`src/rtl/rc4_pkg.sv`:
```
// Shared types and sizes for the RC4 key-search pipeline stages.
package rc4_pkg;

  localparam int MSG_LEN_DEF = 32;
  localparam int S_AW        = 8;
  localparam int MSG_AW      = 5;
  localparam int CNT_W       = 6;

  typedef enum logic [3:0] {
    ST_IDLE,
    ST_INC_I,
    ST_RD_I,
    ST_CAP_I,
    ST_RD_J,
    ST_CAP_J,
    ST_WR_I,
    ST_WR_J,
    ST_RD_F,
    ST_CAP_F,
    ST_EMIT,
    ST_WAIT_CMP,
    ST_DONE
  } state_t;

  // Successor for the states that advance without a condition.
  function automatic state_t next_seq(input state_t s);
    state_t n;
    case (s)
      ST_INC_I: n = ST_RD_I;
      ST_RD_I:  n = ST_CAP_I;
      ST_CAP_I: n = ST_RD_J;
      ST_RD_J:  n = ST_CAP_J;
      ST_CAP_J: n = ST_WR_I;
      ST_WR_I:  n = ST_WR_J;
      ST_WR_J:  n = ST_RD_F;
      ST_RD_F:  n = ST_CAP_F;
      ST_CAP_F: n = ST_EMIT;
      ST_EMIT:  n = ST_WAIT_CMP;
      default:  n = s;
    endcase
    return n;
  endfunction

endpackage

```
`src/rtl/rc4_decrypt_stage.sv`:
```
// RC4 keystream/decrypt loop: one plaintext byte per message position,
// handed to the character checker and held until it is accepted.
module rc4_decrypt_stage
  import rc4_pkg::*;
#(
  parameter int MSG_LEN = MSG_LEN_DEF
) (
  input  logic              clok,
  input  logic              reset,
  input  logic              start,
  input  logic              start_over,
  input  logic              compared_char,
  output logic [S_AW-1:0]   s_addr,
  output logic [7:0]        s_wrdata,
  output logic              s_wren,
  input  logic [7:0]        s_rddata,
  output logic [MSG_AW-1:0] rom_addr,
  input  logic [7:0]        rom_rddata,
  output logic [MSG_AW-1:0] dec_addr,
  output logic [7:0]        dec_wrdata,
  output logic              dec_wren,
  output logic [7:0]        char_out,
  output logic              new_char,
  output logic [CNT_W-1:0]  char_count,
  output logic              busy,
  output logic              done
);

  localparam logic [CNT_W-1:0] LAST_K = CNT_W'(MSG_LEN - 1);

  state_t           r_state;
  logic [7:0]       r_i;
  logic [7:0]       r_j;
  logic [7:0]       r_si;
  logic [7:0]       r_sj;
  logic [CNT_W-1:0] r_k;
  logic [7:0]       r_char;

  logic             w_abort;

  assign w_abort = start_over && (r_state != ST_IDLE);

  // NOTE: state registers use non-blocking assignments so every register
  // samples the pre-edge values of its neighbours, independent of order.
  always_ff @(posedge clok or posedge reset) begin
    if (reset) begin
      r_state <= ST_IDLE;
      r_i     <= '0;
      r_j     <= '0;
      r_si    <= '0;
      r_sj    <= '0;
      r_k     <= '0;
      r_char  <= '0;
    end else if (w_abort) begin
      r_state <= ST_IDLE;
      r_i     <= '0;
      r_j     <= '0;
      r_k     <= '0;
    end else begin
      case (r_state)
        ST_IDLE: begin
          r_i <= '0;
          r_j <= '0;
          r_k <= '0;
          if (start && !start_over) r_state <= ST_INC_I;
        end
        ST_INC_I: begin
          r_i     <= r_i + 8'd1;
          r_state <= next_seq(r_state);
        end
        ST_CAP_I: begin
          r_si    <= s_rddata;
          r_j     <= r_j + s_rddata;
          r_state <= next_seq(r_state);
        end
        ST_CAP_J: begin
          r_sj    <= s_rddata;
          r_state <= next_seq(r_state);
        end
        ST_CAP_F: begin
          r_char  <= s_rddata ^ rom_rddata;
          r_state <= next_seq(r_state);
        end
        ST_WAIT_CMP: begin
          if (compared_char) begin
            r_k     <= r_k + 1'b1;
            r_state <= (r_k == LAST_K) ? ST_DONE : ST_INC_I;
          end
        end
        ST_DONE: r_state <= ST_DONE;
        default: r_state <= next_seq(r_state);
      endcase
    end
  end

  // NOTE: every output gets a default before the case so no path leaves a
  // value unassigned, which would otherwise infer a latch.
  always_comb begin
    s_addr     = '0;
    s_wrdata   = '0;
    s_wren     = 1'b0;
    rom_addr   = '0;
    dec_addr   = '0;
    dec_wrdata = '0;
    dec_wren   = 1'b0;
    new_char   = 1'b0;
    case (r_state)
      ST_RD_I: s_addr = r_i;
      ST_RD_J: s_addr = r_j;
      ST_WR_I: begin
        s_addr   = r_i;
        s_wrdata = r_sj;
        s_wren   = !start_over;
      end
      ST_WR_J: begin
        s_addr   = r_j;
        s_wrdata = r_si;
        s_wren   = !start_over;
      end
      ST_RD_F: begin
        s_addr   = r_si + r_sj;
        rom_addr = r_k[MSG_AW-1:0];
      end
      ST_EMIT: begin
        new_char   = 1'b1;
        dec_addr   = r_k[MSG_AW-1:0];
        dec_wrdata = r_char;
        dec_wren   = !start_over;
      end
      default: ;
    endcase
  end

  assign char_out   = r_char;
  assign char_count = r_k;
  assign busy       = (r_state != ST_IDLE) && (r_state != ST_DONE);
  assign done       = (r_state == ST_DONE);

endmodule

```
`config.mk`:
```
export PLATFORM = sky130hd
export DESIGN_NAME = rc4_decrypt_stage
export DESIGN_NICKNAME = d
export VERILOG_FILES = /design/src/rtl/rc4_pkg.sv /design/src/rtl/rc4_decrypt_stage.sv
export SDC_FILE = /design/constraint.sdc
export NUM_CORES = 1
export LEC_CHECK = 0
export CAP_MARGIN = 20
export CORE_ASPECT_RATIO = 0.7
export CORE_MARGIN = 2
export CORE_UTILIZATION = 47
export DETAILED_ROUTE_END_ITERATION = 16
export PLACE_DENSITY = 0.72
export SKIP_LAST_GASP = 1
export SLEW_MARGIN = 20
export SYNTH_ARGS = -nofsm -noshare
export SYNTH_HDL_FRONTEND = slang
export SYNTH_SLANG_ARGS = --single-unit
```
`constraint.sdc`:
```
create_clock -name clok -period 4.2 [get_ports clok]
set_input_delay 0.84 -clock clok [delete_from_list [all_inputs] [get_ports clok]]
set_output_delay 0.84 -clock clok [all_outputs]
set_load 0.005 [all_outputs]
```
==> run summary, run 1 <==
First-pass GRT wire length: 14120 um
Crit start category: flip-flop
Netlist cell types: 51
Num rows: 25
Post-CTS setup buffers: 0
Total CTS buffers: 5
Total gr overflow: 0
CTS tree: built
Setup Crit Path Kind: reg2out
Hold buffer count at cts: 0
Drt wl/cell: 15.66 um
Share of cells above drive strength 1: 6.416%
Area leader, netlist: dfrtp_1
GRT Max-Usage Layer: met2
IO buf count: 73
Final Max Tran Viols: 0
Clk root buf: clkbuf_8
Number of antenna violations at the first check in global routing: 0
Gate power share: 30.5%
Die area: 7689 sq um
Synth Flop Type: dfrtp_1
Multi-input gate area in the final layout: 1894 sq um
DRC Markers: 0
Status: complete, no violations
Buffer and inverter count on the worst path: 1
Synth top area share: 38.07%
Int Power: 0.0009123 W
Vias/cell: 5.478
Net count of the mapped netlist: 420
Cell chain of the critical path: nor2_1 -> nand2_1 -> nor3_1 -> a221o_1 -> clkdlybuf4s50_1
Vias in the first global route: 2873
Nets: 490
Largest net degree at the start of global routing: 27
Final Wtd Congestion: 0.8837
Resized Gates After CTS: 0
Clock Tree Buf Depth: 2
Ys async rst share: 100.0%
Reg2Reg Depth: 6
Top Ports: 74
Core ar.: 6756 sq um
Avg Inst Size Synth: 8.627 sq um
Highest-delay cell along the critical path: dfrtp_1
Worst path max stage delay: 0.62 ns
Required time worst endpoint: 3.36 ns
Layout area overhead: 27.94%
Yosys warning count: 0
Hold_ws: 0.5119 ns
Clock transition at the registers of the reported paths: 0.09 ns
Hold Violations, Final: 0
Setup_tns: 0 ns
Vias: 2991
Final Skew: 0.004921 ns
HPWL Detailed: 6381 um
Critical Path Sink Type: output port
RSZ-0062 raised after global routing: false
GRT met2 Usage: 38.08%
Clock Sinks: 50
PD cells: 331.4 nW/um^2
Sw Ratio: 34.54%
Post-synthesis register bit count: 50
Max Cap Viol: 0
Routed wire length: 8549 um
Mapped Area: 3287 sq um
Die span in y: 73.97 um
Crit path depth: 5
Worst-path maximum fanout: 21
Met1 Track Usage GR: 32.15%
Post-Synthesis Cells: 381
Rel. slew slack: 51.54%
Initial DRC count: 161
Hold path depth: 2
Fmax: 0.2807 GHz
Drt first pass iters: 5
Tightest Pin Transition: 0.7270 ns
# fillers: 603
Pleak: 1.818 nW
Tmin final: 3.562 ns
Switching power: 0.0004813 W
Hold WC Path Type: reg2reg
Clock H-tree levels: 2
Clock latency at the later pin of the worst-skew pair: 0.30 ns
Met3 Usage GRT: 4.294%
Peak VDD IR: 204.4 uV
Crit-path leading delay family: simple AND/OR/NAND/NOR gates
Synth area leaders: dfrtp_1, o21ai_0, nand2_1, ha_1, xnor2_1
Die X: 104.0 um
Ant. Diodes: 0
Final ANT Viol Nets: 0
Setup violators final: 0
Gr usage total: 23.00%
Clk pwr share: 24.9%
Period utilization: 84.82%
Reg area: 1251 sq um
Post-synthesis sequential area ratio: 38.07%
Post-synth EDFFs: 0
Starting density of the core: 48.65%
CP Data Arrival Time: 2.72 ns
Core Util, Final: 62.24%
Sequential Power Share: 44.6%
-- power by group through the flow --
stage | Combinational (W) | Sequential, W | Clock [W]
global placement | 0.000409 | 0.000625 | 0
finish | 0.000425 | 0.000622 | 0.000347
floorplan | 0.000323 | 0.000593 | 0
global route | 0.000482 | 0.000631 | 0.000368
detailed placement | 0.000415 | 0.000629 | 0
CTS | 0.000424 | 0.000619 | 0.000352
-- synthesized netlist by cell type, drive strengths merged, types with 5 or more instances --
cell	instances
o31ai	5
or3	7
mux2	8
nand2	57
a21oi	14
a21o	5
nor2	31
mux2i	8
inv	17
and3	9
xor2	6
and2	13
o21ai	47
ha	16
nor2b	6
xnor2	14
nand3	8
dfrtp	50
nor3	8
buf	11
a22oi	5
-- cells by family (layout without fill, tap and decap cells) --
logic type      Yosys count  after routing  synth area share [%]
compound gates           95             95                 17.70
xor+xnor                 20             20                 5.329
fa+ha+maj                18             18                 7.309
buf+inv                  32            103                 4.301
flops                    50             50                 38.07
mux                      16             16                 5.177
simple gates            150            150                 22.12
-- cell type report --
type	count	share of cell area, %
inverter	17	1.517
timing repair buffer	78	18.27
clock inverter	2	0.8926
tap	94	2.797
clock buffer	6	1.726
multi-input combinational	299	45.05
sequential	50	29.75
-- state kept, by name, indices dropped and copies added, names as in the netlist --
signal	cells
r_sj	8
char_count	6
char_out	8
r_j	8
r_si	8
r_i	8
r_state	4
-- cell usage in the layout, fill, tap and decap left out, types with 13 or more instances in the layout --
| master | synthesis | routed |
|---|---|---|
| o21ai_0 | 46 | 46 |
| and2_1 | 13 | 13 |
| ha_1 | 16 | 16 |
| xnor2_1 | 14 | 14 |
| nor2_1 | 30 | 30 |
| clkdlybuf4s50_1 | 0 | 73 |
| nand2_1 | 57 | 57 |
| inv_1 | 16 | 15 |
| a21oi_1 | 13 | 13 |
| dfrtp_1 | 50 | 50 |
-- per-layer routing --
metal / up-vias / part of all wire [%]
li1: 1465 / -
met1: 1422 / 49
met2: 92 / 45
met3: 12 / 5.4
met4: 0 / 1.2
met5: - / 0
-- through the flow --
step | std cells | cell area [sq um] | setup slack [ns] | power, W
after detailed placement | 538 | 4095 | 0.9389 | 0.001044
after CTS | 546 | 4205 | 0.6163 | 0.001396
after floorplan | 381 | 3287 | 1.628 | 0.0009160
after global routing | 546 | 4205 | 0.4740 | 0.001481
final | 546 | 4205 | 0.6377 | 0.001394
after global placement | 538 | 4095 | 0.9710 | 0.001035
-- worst paths after layout --
path,from,end,slack (ns)
hold reg to reg,char_out[2],char_out[2],0.51
setup reg to reg,r_state[0],r_j[7],1.50
hold / removal,char_out[2],char_out[2],0.51
min in group asynchronous,reset,char_out[6],0.89
max in group asynchronous,reset,r_state[3],2.58
setup / recovery,r_state[1],s_addr[2],0.64
-- worst register-to-register path, stage by stage, from the launching register on --
cell,delay (ns)
dfrtp_1,0.65
buf_4,0.33
inv_2,0.08
nor3_1,0.53
nand2_1,0.49
or3_1,0.47
o21ai_0,0.07
Note: power is estimated with default switching activity, not from simulation.
==> inputs of run 2 (changes only) <==
==> constraint.sdc (replaced) <==
create_clock -name clok -period 3.6 [get_ports clok]
set_input_delay 0.72 -clock clok [delete_from_list [all_inputs] [get_ports clok]]
set_output_delay 0.72 -clock clok [all_outputs]
set_load 0.005 [all_outputs]
==> run 2 against run 1 <==
Effect of this change:
- sequential cell count stayed put
- register-to-register slack got worse by 0.02 ns
- combinational power increased by 23%
- final area up 0.95%
- clock power is 14% higher
- critical endpoint is now s_addr[7]
- via count up 1.2%
- non-clock buffer count increased by 5
- largest cell class unchanged
- worst hold slack worse by 0.0066 ns
==> run summary, run 2 (synthesis results as in run 1) <==
Status: complete, no violations
Worst path max stage delay: 0.53 ns (-0.09 ns)
Clk root buf: clkbuf_8
Worst-path maximum fanout: 4 (-81%)
DRC Markers: 0 (unchanged)
Rel. slew slack: 40.97% (-11 points)
Hold_ws: 0.5053 ns (-0.006565 ns)
Drt wl/cell: 15.77 um (+0.72%)
Cell chain of the critical path: ha_1 -> a21o_1 -> a21oi_1 -> o21bai_1 -> o22a_1 -> xnor2_1 -> o21ai_0 -> clkdlybuf4s50_1
Clock Sinks: 50 (unchanged)
Clock transition at the registers of the reported paths: 0.09 ns (about the same)
Top Ports: 74 (unchanged)
Peak VDD IR: 217.0 uV (+6.1%)
Dpl ws: 0.4769 ns (-0.4620 ns)
Final Max Tran Viols: 0 (unchanged)
Critical Path Sink Type: output port
Hold buffer count at cts: 0 (unchanged)
Vias: 3027 (+1.2%)
Most frequent cells in the layout: clkdlybuf4s50_1, nand2_1, dfrtp_1
Clock latency at the later pin of the worst-skew pair: 0.31 ns (about the same)
Required time worst endpoint: 2.88 ns (-0.48 ns)
Core ar.: 6756 sq um (unchanged)
Final ANT Viol Nets: 0 (unchanged)
IO buf count: 73 (unchanged)
Setup Crit Path Kind: reg2out
Setup_tns: 0 ns (unchanged)
Nets: 495 (+1.0%)
Buffer and inverter count on the worst path: 1 (unchanged)
Core Util, Final: 62.83% (+0.59 points)
Final Skew: 0.009070 ns (+0.004148 ns)
Crit start category: flip-flop
Die area: 7689 sq um (unchanged)
Number of antenna violations at the first check in global routing: 0 (unchanged)
Period utilization: 93.06%
Die span in y: 73.97 um (unchanged)
Clock H-tree levels: 2 (unchanged)
Vias/cell: 5.494 (+0.29%)
Final Wtd Congestion: 0.9049 (+2.4%)
Gr usage total: 23.35% (+0.35 points)
Hold Violations, Final: 0 (unchanged)
GRT Max-Usage Layer: met2
Tightest Pin Transition: 0.8854 ns (+0.1585 ns)
Total gr overflow: 0 (unchanged)
HPWL Detailed: 6522 um (+2.2%)
First-pass GRT wire length: 14220 um (+0.73%)
Initial DRC count: 200 (+24%)
Setup violators final: 0 (unchanged)
Drt first pass iters: 4 (-1)
Cells after DPL: 543 (+0.93%)
CP Data Arrival Time: 2.63 ns (-0.09 ns)
Fmax: 0.2985 GHz
Total CTS buffers: 5 (unchanged)
Tmin final: 3.350 ns
Num rows: 25 (unchanged)
Die X: 104.0 um (unchanged)
Commonest non-fill, non-tap cell in the layout: clkdlybuf4s50_1
Routed wire length: 8689 um (+1.6%)
Vias in the first global route: 2885 (+0.42%)
Share of cells above drive strength 1: 7.440% (+1.0 points)
Largest net degree at the start of global routing: 51 (+89%)
Highest-delay cell along the critical path: clkdlybuf4s50_1
Clock Tree Buf Depth: 2 (unchanged)
PD cells: 383.5 nW/um^2 (+16%)
Pleak: 1.864 nW (+2.5%)
Ant. Diodes: 0 (unchanged)
Hold WC Path Type: reg2reg
CTS tree: built
Cell Count, Final, Fillers Out: 551 (+0.92%)
Final WS setup: 0.2500 ns (-0.3876 ns)
GRT met2 Usage: 36.04% (-2.0 points)
Met1 Track Usage GR: 33.72% (+1.6 points)
Met3 Usage GRT: 4.470% (+0.18 points)
Crit-path leading delay family: compound AO/OA/AOI/OAI gates
RSZ-0062 raised after global routing: false
Starting density of the core: 48.65% (unchanged)
Max Cap Viol: 0 (unchanged)
Layout area overhead: 29.16%
run 2: area by class of cell:
class                      count  area (sq um)
sequential                    50          1251
tap                           94         117.6
inverter                      17         65.06
fill                         602          2511
multi-input combinational    299          1897
clock buffer                   7         76.32
clock inverter                 1         30.03
timing repair buffer          83         808.3
run 2: tightest hold or removal path, cell delays in order (launching register included):
cell     delay (ns)
dfrtp_1        0.37
nand2_1        0.05
o21ai_0        0.06
run 2: report_power, final:
part	switching [W]	leakage (nW)	total [W]	internal, W
combinational	0.000291	1.13	0.000523	0.000232
sequential	0.0000733	0.682	0.000707	0.000634
clock	0.000189	0.0524	0.000397	0.000208
run 2: metrics by stage:
step,power (W),instance area (sq um)
after floorplan,0.001069,3287
after global placement,0.001219,4133
after detailed placement,0.001231,4133
after CTS,0.001630,4239
after global routing,0.001729,4245
final,0.001628,4245
run 2: routing by layer:
layer | vias up | wire, um
li1 | 1489 | -
met1 | 1423 | 4317
met2 | 100 | 3751
met3 | 15 | 499
met4 | 0 | 121
met5 | - | 0
run 2: final timing paths:
path / start / to / slack [ns] / cells after the start
worst min register to register: char_out[4] / char_out[4] / 0.51 / 2
min in group asynchronous: reset / char_out[2] / 0.87 / 2
worst min-delay path: char_out[4] / char_out[4] / 0.51 / 2
worst max register to register: r_j[0] / r_j[6] / 1.48 / 9
max in group asynchronous: reset / char_count[4] / 2.19 / 2
worst max-delay path: r_sj[1] / s_addr[7] / 0.25 / 8
run 2: timing repair:
item / CTS / global route
hold endpoints to repair: 0 / 0
buffers inserted: 0 / 0
resized for setup: 0 / 2
setup endpoints to repair: 0 / 1
